`src/rtl/hazard_pkg.sv`:
```
// Shared encodings for the pipeline hazard controller.
// State codes and the default register-specifier width live here.
package hazard_pkg;

    localparam int REG_ADDR_W = 4;

    typedef enum logic [1:0] {
        RUN    = 2'd0,
        LDUSE  = 2'd1,
        ISTALL = 2'd2,
        DSTALL = 2'd3
    } state_t;

    typedef struct packed {
        logic pc;
        logic ifid;
        logic idex;
        logic exmem;
        logic memwb;
    } wren_t;

    typedef struct packed {
        logic ifid;
        logic idex;
        logic exmem;
        logic memwb;
    } clr_t;

endpackage

```
`src/rtl/hazard_detect.sv`:
```
// Load-use comparator: a load in EX whose destination is a live
// source of the instruction in ID. Register 0 never hazards.
module hazard_detect import hazard_pkg::*; #(
    parameter int REG_ADDR_W = hazard_pkg::REG_ADDR_W
) (
    input  logic                  ex_memread,
    input  logic [REG_ADDR_W-1:0] ex_rd,
    input  logic [REG_ADDR_W-1:0] id_rs,
    input  logic                  id_rs_used,
    input  logic [REG_ADDR_W-1:0] id_rt,
    input  logic                  id_rt_used,
    output logic                  load_use
);

    logic rs_hit;
    logic rt_hit;

    assign rs_hit   = id_rs_used && (id_rs == ex_rd);
    assign rt_hit   = id_rt_used && (id_rt == ex_rd);
    assign load_use = ex_memread && (ex_rd != '0) && (rs_hit || rt_hit);

endmodule

```
`src/rtl/hazard_ctrl.sv`:
```
// Pipeline stall/flush controller: Mealy enables from the winning
// event, registered state and a saturating stall counter.
module hazard_ctrl import hazard_pkg::*; #(
    parameter int REG_ADDR_W = hazard_pkg::REG_ADDR_W,
    parameter int CNT_W      = 8
) (
    input  logic                  clk,
    input  logic                  rst,
    input  logic [REG_ADDR_W-1:0] id_rs,
    input  logic [REG_ADDR_W-1:0] id_rt,
    input  logic                  id_rs_used,
    input  logic                  id_rt_used,
    input  logic                  ex_memread,
    input  logic [REG_ADDR_W-1:0] ex_rd,
    input  logic                  br_taken,
    input  logic                  imem_busy,
    input  logic                  dmem_busy,
    output logic                  pc_wren,
    output logic                  ifid_wren,
    output logic                  idex_wren,
    output logic                  exmem_wren,
    output logic                  memwb_wren,
    output logic                  ifid_clr,
    output logic                  idex_clr,
    output logic                  exmem_clr,
    output logic                  memwb_clr,
    output logic [1:0]            state,
    output logic [CNT_W-1:0]      stall_cnt,
    output logic                  stall_timeout
);

    localparam logic [CNT_W-1:0] CNT_MAX = '1;

    state_t          state_q;
    state_t          state_d;
    logic [CNT_W-1:0] cnt_q;
    logic            load_use;
    wren_t           wren;
    clr_t            clr;

    hazard_detect #(
        .REG_ADDR_W (REG_ADDR_W)
    ) u_detect (
        .ex_memread (ex_memread),
        .ex_rd      (ex_rd),
        .id_rs      (id_rs),
        .id_rs_used (id_rs_used),
        .id_rt      (id_rt),
        .id_rt_used (id_rt_used),
        .load_use   (load_use)
    );

    // Each state only persists while its own event still wins,
    // so the next state is purely the current winning event.
    always_comb begin
        state_d = RUN;
        wren    = '1;
        clr     = '0;
        priority case (1'b1)
            dmem_busy: begin
                state_d = DSTALL;
                wren    = 5'b00001;
                clr     = 4'b0001;
            end
            br_taken: begin
                state_d = RUN;
                clr     = 4'b1100;
            end
            imem_busy: begin
                state_d = ISTALL;
                wren    = 5'b01111;
                clr     = 4'b1000;
            end
            load_use: begin
                state_d = LDUSE;
                wren    = 5'b00111;
                clr     = 4'b0100;
            end
            default: begin
                state_d = RUN;
            end
        endcase
        if (rst) begin
            wren = '0;
            clr  = '0;
        end
    end

    always_ff @(posedge clk or posedge rst) begin
        if (rst) begin
            state_q <= RUN;
            cnt_q   <= '0;
        end else begin
            state_q <= state_d;
            if (state_d == RUN)
                cnt_q <= '0;
            else if (cnt_q != CNT_MAX)
                cnt_q <= cnt_q + 1'b1;
        end
    end

    assign pc_wren       = wren.pc;
    assign ifid_wren     = wren.ifid;
    assign idex_wren     = wren.idex;
    assign exmem_wren    = wren.exmem;
    assign memwb_wren    = wren.memwb;
    assign ifid_clr      = clr.ifid;
    assign idex_clr      = clr.idex;
    assign exmem_clr     = clr.exmem;
    assign memwb_clr     = clr.memwb;
    assign state         = state_q;
    assign stall_cnt     = cnt_q;
    assign stall_timeout = (cnt_q == CNT_MAX);

endmodule

```
`config.mk`:
```
export PLATFORM = sky130hd
export DESIGN_NAME = hazard_ctrl
export DESIGN_NICKNAME = d
export VERILOG_FILES = /design/src/rtl/hazard_pkg.sv /design/src/rtl/hazard_detect.sv /design/src/rtl/hazard_ctrl.sv
export SDC_FILE = /design/constraint.sdc
export NUM_CORES = 1
export LEC_CHECK = 0
export CAP_MARGIN = 15
export CORE_MARGIN = 2
export CORE_UTILIZATION = 41
export DETAILED_ROUTE_END_ITERATION = 8
export PLACE_DENSITY = 0.82
export SETUP_SLACK_MARGIN = 0.5
export SLEW_MARGIN = 25
export SYNTH_ARGS = -nofsm -noshare
export SYNTH_HDL_FRONTEND = slang
export SYNTH_SLANG_ARGS = --single-unit
export TNS_END_PERCENT = 30
```
`constraint.sdc`:
```
create_clock -name clk -period 2.4 [get_ports clk]
set_clock_uncertainty 0.05 [all_clocks]
set_input_delay 0.24 -clock clk [delete_from_list [all_inputs] [get_ports clk]]
set_output_delay 0.24 -clock clk [all_outputs]
set_load 0.02 [all_outputs]
```
==> metrics.yaml, run 1 <==
sta:
  fin_crit_ns: 1.93
  finalSetupViolations: 0
  finalHoldViolations: 0
  worst_slack_ns: 0.472
  post-route-period-util_pct: 80.3
  rsz0062_at_grt: "true"
  max_clock_freq_mhz: 519
  drv_slew: 0
logic_synthesis:
  yosysWarnings: 0
  ys_ff_latch: 10
  synth_top_area_share_pct: 34.1
  synth_area_leaders: "dfrtp_1, xnor2_1, a2111oi_4"
  synth_nets: 96
  synth.avg_cell_area_um2: 9.79
  synth_seq_area_share_pct: 34.1
  syn-instance-count: 75
  synth.largest_area_cell: "dfrtp_1"
  synth_area_um2: 734
  synth.distinct_cells: 31
global_routing:
  grt_pass1_vias: 765
  grt_pass1_wl_um: 3220
  grt_max_degree: 11
  grt.total_usage_pct: 21.4
  grt_antenna_before_repair: 0
  grt.overflow.total: 0
floorplanning:
  core_area_mm2: 0.00171
  rows: 15
  start_util_pct: 43.0
  dieWidth_um: 46.3
  io_pins: 40
  dieArea_mm2: 0.00215
  die_h_um: 46.3
cells_and_area:
  syn_to_final_growth_pct: 63.0
  fin_nets: 142
  drive_above_1_share_pct: 20.8
  diodes: 0
  fin_area_mm2: 0.00120
  final-seq-area_um2: 250
  multi_input_area_um2: 457
  n_fill_cell: 139
critical_path:
  r2r-start: "stall_cnt[0]"
  worstPathArrival_ns: 1.64
  worstPathMaxFanout: 4
  criticalPathCategory: "input port to primary output"
  crit_start: "id_rt[0]"
  reg2reg_slack_ns: 0.84
  critPathBufInv: 2
  worstSetupEndpoint: "ifid_wren"
  rr_worst_depth: 5
  startpoint_type: "input port"
  end_kind: "primary output"
  cpLargestDelayFamily: "buffers and inverters"
  path_cells: "clkdlybuf4s50_1, xnor2_1, nand3_1, o22ai_2, nand2_2, o31a_1, buf_2"
  slowest_delay_ns: 0.48
  slowest_stage: "clkdlybuf4s50_1"
  r2r_end: "stall_cnt[3]"
  worstPathRequired_ns: 2.11
  cp_num_cells: 7
detailed_routing:
  wl_per_cell_um: 13.2
  drc: 0
  via_per_inst: 5.02
  first_iter_violations: 0
  detail_route.wirelength_um: 1910
  dr.pass1.iters: 1
  ant_nets: 0
  num_vias: 728
status:
  status: "finished clean"
clock_network:
  cts_root_buf: "clkbuf_4"
  cts_setup_buffers: 0
  htree_levels: 1
  tritoncts: "built"
  cts_buffers: 3
  cts_buffer_depth: 2
  numClockSinks: 10
  clk_pin_slew_ns: 0.07
  clk_latency_ns: 0.27
placed_design:
  globalplace.congestion: 0.808
  preCtsSetupSlack_ns: -0.0932
  port_buffers: 38
  dpl.hpwl_um: 1580
  placed_area_mm2: 0.00117
power:
  power_per_cell_area_mw_per_mm2: 411
  leakagePower_uw: 0.000476
  ir_drop_uv: 356
job:
  cap_violations: 0
min_path:
  hold_path_class: "input port to async pin"
## Yosys cell counts, drive strengths merged
cell     number
a2111oi       3
a211oi        1
a21boi        1
a21o          1
a21oi         1
a31oi         1
and3          1
buf           2
clkbuf        1
conb          1
dfrtp        10
ha            1
inv           4
mux2i         1
nand2         4
nand3         7
nand4         2
nor2          8
nor3          7
o21a          2
o21ai         1
o22ai         1
o31a          1
o31ai         1
o41a          1
xnor2         9
xor2          2
## power breakdown
| group | internal [uW] | total [uW] | switching (uW) |
|---|---|---|---|
| clock network | 92.2 | 153 | 61.2 |
| logic | 78.5 | 152 | 73.0 |
| registers | 177 | 187 | 10.7 |
| total | 347 | 492 | 145 |
## cell families after synthesis
family	Yosys count	share of synthesized area (%)
fa+ha+maj	1	1.70
compound gates	15	23.9
other cells	1	0.511
simple gates	29	20.6
flops	10	34.1
xor+xnor	11	13.1
mux	1	1.36
buf+inv	7	4.77
## metal layers
metal	vias up	global-route usage [%]	share of wire (%)
met3	2	7.45	4.5
met1	346	23.6	39
met2	20	37.8	55
met4	0	6.86	1.0
met5	-	0	0
li1	360	-	-
## how the worst min path moves through the flow
stage                      start      endpoint  depth (start not counted)
global placement    stall_cnt[7]  stall_cnt[7]                          1
finish                       rst  stall_cnt[6]                          3
floorplan                    rst  stall_cnt[0]                          1
detailed placement  stall_cnt[7]  stall_cnt[7]                          1
global route                 rst  stall_cnt[1]                          3
CTS                          rst  stall_cnt[5]                          3
## worst register-to-register path: stages (launching register included)
cell and delay (ns):
dfrtp_1 0.43, ha_2 0.26, nand3_1 0.13, nor2_4 0.19, nor2_2 0.07, a2111oi_4 0.32
## state kept, by name, summed over array words and instances, names as in the netlist
register   flops
stall_cnt      8
state          2
## stage by stage
step	hold WS [ns]	utilization, %	power, uW	std cells	TNS (ns)
final	0.327	70.1	492	145	0
after global routing	0.366	70.1	524	145	0
after CTS	0.337	69.9	497	145	0
after detailed placement	0.525	68.6	346	141	-0.126
after global placement	0.519	68.6	343	141	-0.0140
after floorplan	0.0977	-	263	75	0
## layout make-up
class | instances | share of cell area [%]
flip-flops and latches | 10 | 20.9
inverters | 4 | 1.25
repair buffers | 44 | 34.1
well taps | 25 | 2.61
clock buffers | 4 | 3.03
multi-input cells | 58 | 38.1
## layout by cell type, fill, tap and decap left out, types with 2 or more instances in the layout
| cell type | netlist | layout |
|---|---|---|
| inv_1 | 4 | 4 |
| buf_2 | 0 | 3 |
| nor2_2 | 1 | 2 |
| nand3_1 | 7 | 7 |
| o21a_1 | 2 | 2 |
| buf_4 | 2 | 6 |
| nand2_1 | 4 | 3 |
| dfrtp_1 | 10 | 10 |
| xnor2_1 | 9 | 9 |
| dlygate4sd2_1 | 0 | 4 |
| clkdlybuf4s50_1 | 0 | 29 |
| a2111oi_4 | 2 | 2 |
| xor2_1 | 2 | 2 |
| nor3_1 | 7 | 7 |
| clkbuf_4 | 0 | 3 |
| nor2_1 | 6 | 5 |
## what timing repair did
action	in CTS	in global routing
hold buffers	0	0
hold endpoints to repair	0	0
pin swaps	1	0
resized for setup	21	2
setup endpoints to repair	6	6
(Power assumes the default switching activity.)
==> run 2: changes to the inputs <==
--- a/config.mk
+++ b/config.mk
@@ -7,9 +7,9 @@
 export LEC_CHECK = 0
 export CAP_MARGIN = 15
 export CORE_MARGIN = 2
-export CORE_UTILIZATION = 41
+export CORE_UTILIZATION = 34
 export DETAILED_ROUTE_END_ITERATION = 8
-export PLACE_DENSITY = 0.82
+export PLACE_DENSITY = 0.72
 export SETUP_SLACK_MARGIN = 0.5
 export SLEW_MARGIN = 25
 export SYNTH_ARGS = -nofsm -noshare
==> constraint.sdc (replaced) <==
create_clock -name clk -period 1.7 [get_ports clk]
set_clock_uncertainty 0.05 [all_clocks]
set_input_delay 0.17 -clock clk [delete_from_list [all_inputs] [get_ports clk]]
set_output_delay 0.17 -clock clk [all_outputs]
set_load 0.02 [all_outputs]
==> run 2 against run 1 <==
Non-clock buffer count rose by 29. Worst setup slack worse by 0.24 ns. Sequential share of layout area is 4.7 points lower. Final area is 33% higher.
==> metrics.yaml, run 2 (synthesis results as in run 1) <==
global_routing:
  grt_pass1_vias: 906
  grt_pass1_wl_um: 4000
  grt.overflow.total: 0
  grt_max_degree: 11
  grt_antenna_before_repair: 0
  grt.total_usage_pct: 21.3
job:
  cap_violations: 0
critical_path:
  end_kind: "primary output"
  worstPathArrival_ns: 1.25
  slowest_stage: "o31a_1"
  worstPathRequired_ns: 1.48
  criticalPathCategory: "input port to primary output"
  critPathBufInv: 2
  slowest_delay_ns: 0.26
  r2r-start: "stall_cnt[4]"
  crit_start: "ex_rd[0]"
  startpoint_type: "input port"
  worstPathMaxFanout: 4
  path_cells: "buf_8, xnor2_2, nand3_1, o22ai_2, nand2_2, o31a_1, buf_6"
  cpLargestDelayFamily: "compound AO/OA/AOI/OAI gates"
status:
  status: "finished clean"
floorplanning:
  dieArea_mm2: 0.00255
  io_pins: 40
  start_util_pct: 36.7
  dieWidth_um: 50.5
  rows: 16
  core_area_mm2: 0.00200
  die_h_um: 50.5
placed_design:
  dpl.hpwl_um: 1650
  placed_area_mm2: 0.00131
  port_buffers: 38
  globalplace.congestion: 0.788
detailed_routing:
  first_iter_violations: 14
  wl_met2_um: 1410
  drc: 0
  detail_route.wirelength_um: 2530
  routed.top_layer: "met4"
  met3_length_um: 159
  via_per_inst: 4.99
  wl_met1_um: 933
  ant_nets: 0
  wl_per_cell_um: 14.5
  num_vias: 874
  dr.pass1.iters: 4
clock_network:
  cts_buffer_depth: 2
  clk_pin_slew_ns: 0.06
  cts_buffers: 3
  numClockSinks: 10
  htree_levels: 1
  clk_latency_ns: 0.26
  tritoncts: "built"
  cts_root_buf: "clkbuf_4"
  ctsHoldBuffers: 0
cells_and_area:
  largest_register_ffs: 8
  fin_nets: 171
  n_fill_cell: 133
  syn_to_final_growth_pct: 117
  final_common_cell: "buf_4"
  utilization_pct: 79.6
  fin_area_mm2: 0.00159
  drive_above_1_share_pct: 62.2
  final_cell_mix: "buf_4, buf_6, dlygate4sd2_1"
  diodes: 0
power:
  ir_drop_uv: 305
  pwr-share-seq_pct: 36.3
  power_per_cell_area_mw_per_mm2: 454
  p_int_uw: 499
  swShare_pct: 31.0
  p_clk_share_pct: 21.3
  combPwrFrac_pct: 42.4
  power_switching_uw: 224
  report.power.total_uw: 723
  leakagePower_uw: 0.000726
sta:
  post-route-period-util_pct: 86.6
  max_clock_freq_mhz: 679
  finalHoldViolations: 0
  fin_crit_ns: 1.47
  finalSetupViolations: 0
  drv_slew: 0
  rsz0062_at_grt: "true"
min_path:
  hold_path_class: "input port to async pin"
run 2: changes by cell type in the layout (fill, tap and decap cells not counted), sizes merged:
cell           previous run  this run
buf                       9        54
clkdlybuf4s50            29         2
dlygate4sd2               4        16
clkbuf                    4         3
dlymetal6s2s              1         0
run 2: timing repair:
item                                    4_1_cts  5_1_grt
setup buffers                                 7        9
gates resized for setup                     130       18
endpoints found under the setup margin       28       25
cloned                                        0        0
pin swaps                                    23       12
run 2: power by group through the flow:
stage          clock, uW  combinational, uW  sequential, uW
5_1_grt              169                329             264
2_1_floorplan          0               97.0             284
6_report             154                307             262
3_3_place_gp           0                254             267
4_1_cts              160                281             262
3_5_place_dp           0                260             268
run 2: layout make-up:
class                           instances  area, um^2  share of cell area (%)
Timing Repair Buffer                   73         662                    41.5
Multi-Input combinational cell         58         603                    37.8
Inverter                                4        15.0                   0.942
Tap cell                               27        33.8                    2.12
Clock buffer                            3        22.5                    1.41
Sequential cell                        10         258                    16.2
run 2: worst reg2reg max path: cells and delay by family, from the launching register on:
family | cells | cell delay, ns
and+or+nand+nor | 4 | 0.58
DFF | 1 | 0.40
xor gates and xnor gates | 1 | 0.19
buffers and inverters | 1 | 0.13
run 2: metrics by stage:
stage          hold slack (ns)  setup WS [ns]  instances  TNS, ns
5_1_grt                  0.226          0.169        175        0
4_1_cts                  0.194          0.279        166        0
2_1_floorplan           0.0274          0.211         75        0
6_report                 0.190          0.227        175        0
3_3_place_gp             0.539         -0.535        156    -2.89
3_5_place_dp             0.557         -0.572        156    -3.22
run 2: metal layers:
layer | track usage, % | vias up
li1 | - | 418
met1 | 21.5 | 412
met2 | 40.6 | 40
met3 | 4.76 | 4
met4 | 10.4 | 0
met5 | 0 | -
run 2: path summary, 6_finish.rpt:
check | cells after the start | endpoint | slack [ns]
worst max-delay path | 7 | ifid_wren | 0.23
worst min-delay path | 4 | stall_cnt[3] | 0.19
worst max register to register | 6 | stall_cnt[4] | 0.26
worst min register to register | 1 | stall_cnt[7] | 0.55
max in group asynchronous | 4 | stall_cnt[5] | 1.25
min in group clk | 3 | state[0] | 0.33
==> run 3: changes to the inputs <==
--- a/config.mk
+++ b/config.mk
@@ -9,9 +9,10 @@
 export CORE_MARGIN = 2
 export CORE_UTILIZATION = 34
 export DETAILED_ROUTE_END_ITERATION = 8
+export GPL_ROUTABILITY_DRIVEN = 1
 export PLACE_DENSITY = 0.72
 export SETUP_SLACK_MARGIN = 0.5
-export SLEW_MARGIN = 25
+export SKIP_LAST_GASP = 1
 export SYNTH_ARGS = -nofsm -noshare
 export SYNTH_HDL_FRONTEND = slang
 export SYNTH_SLANG_ARGS = --single-unit
==> results of run 3 <==
Same layout as run 2: the final DEF is identical, and so are final timing and power.
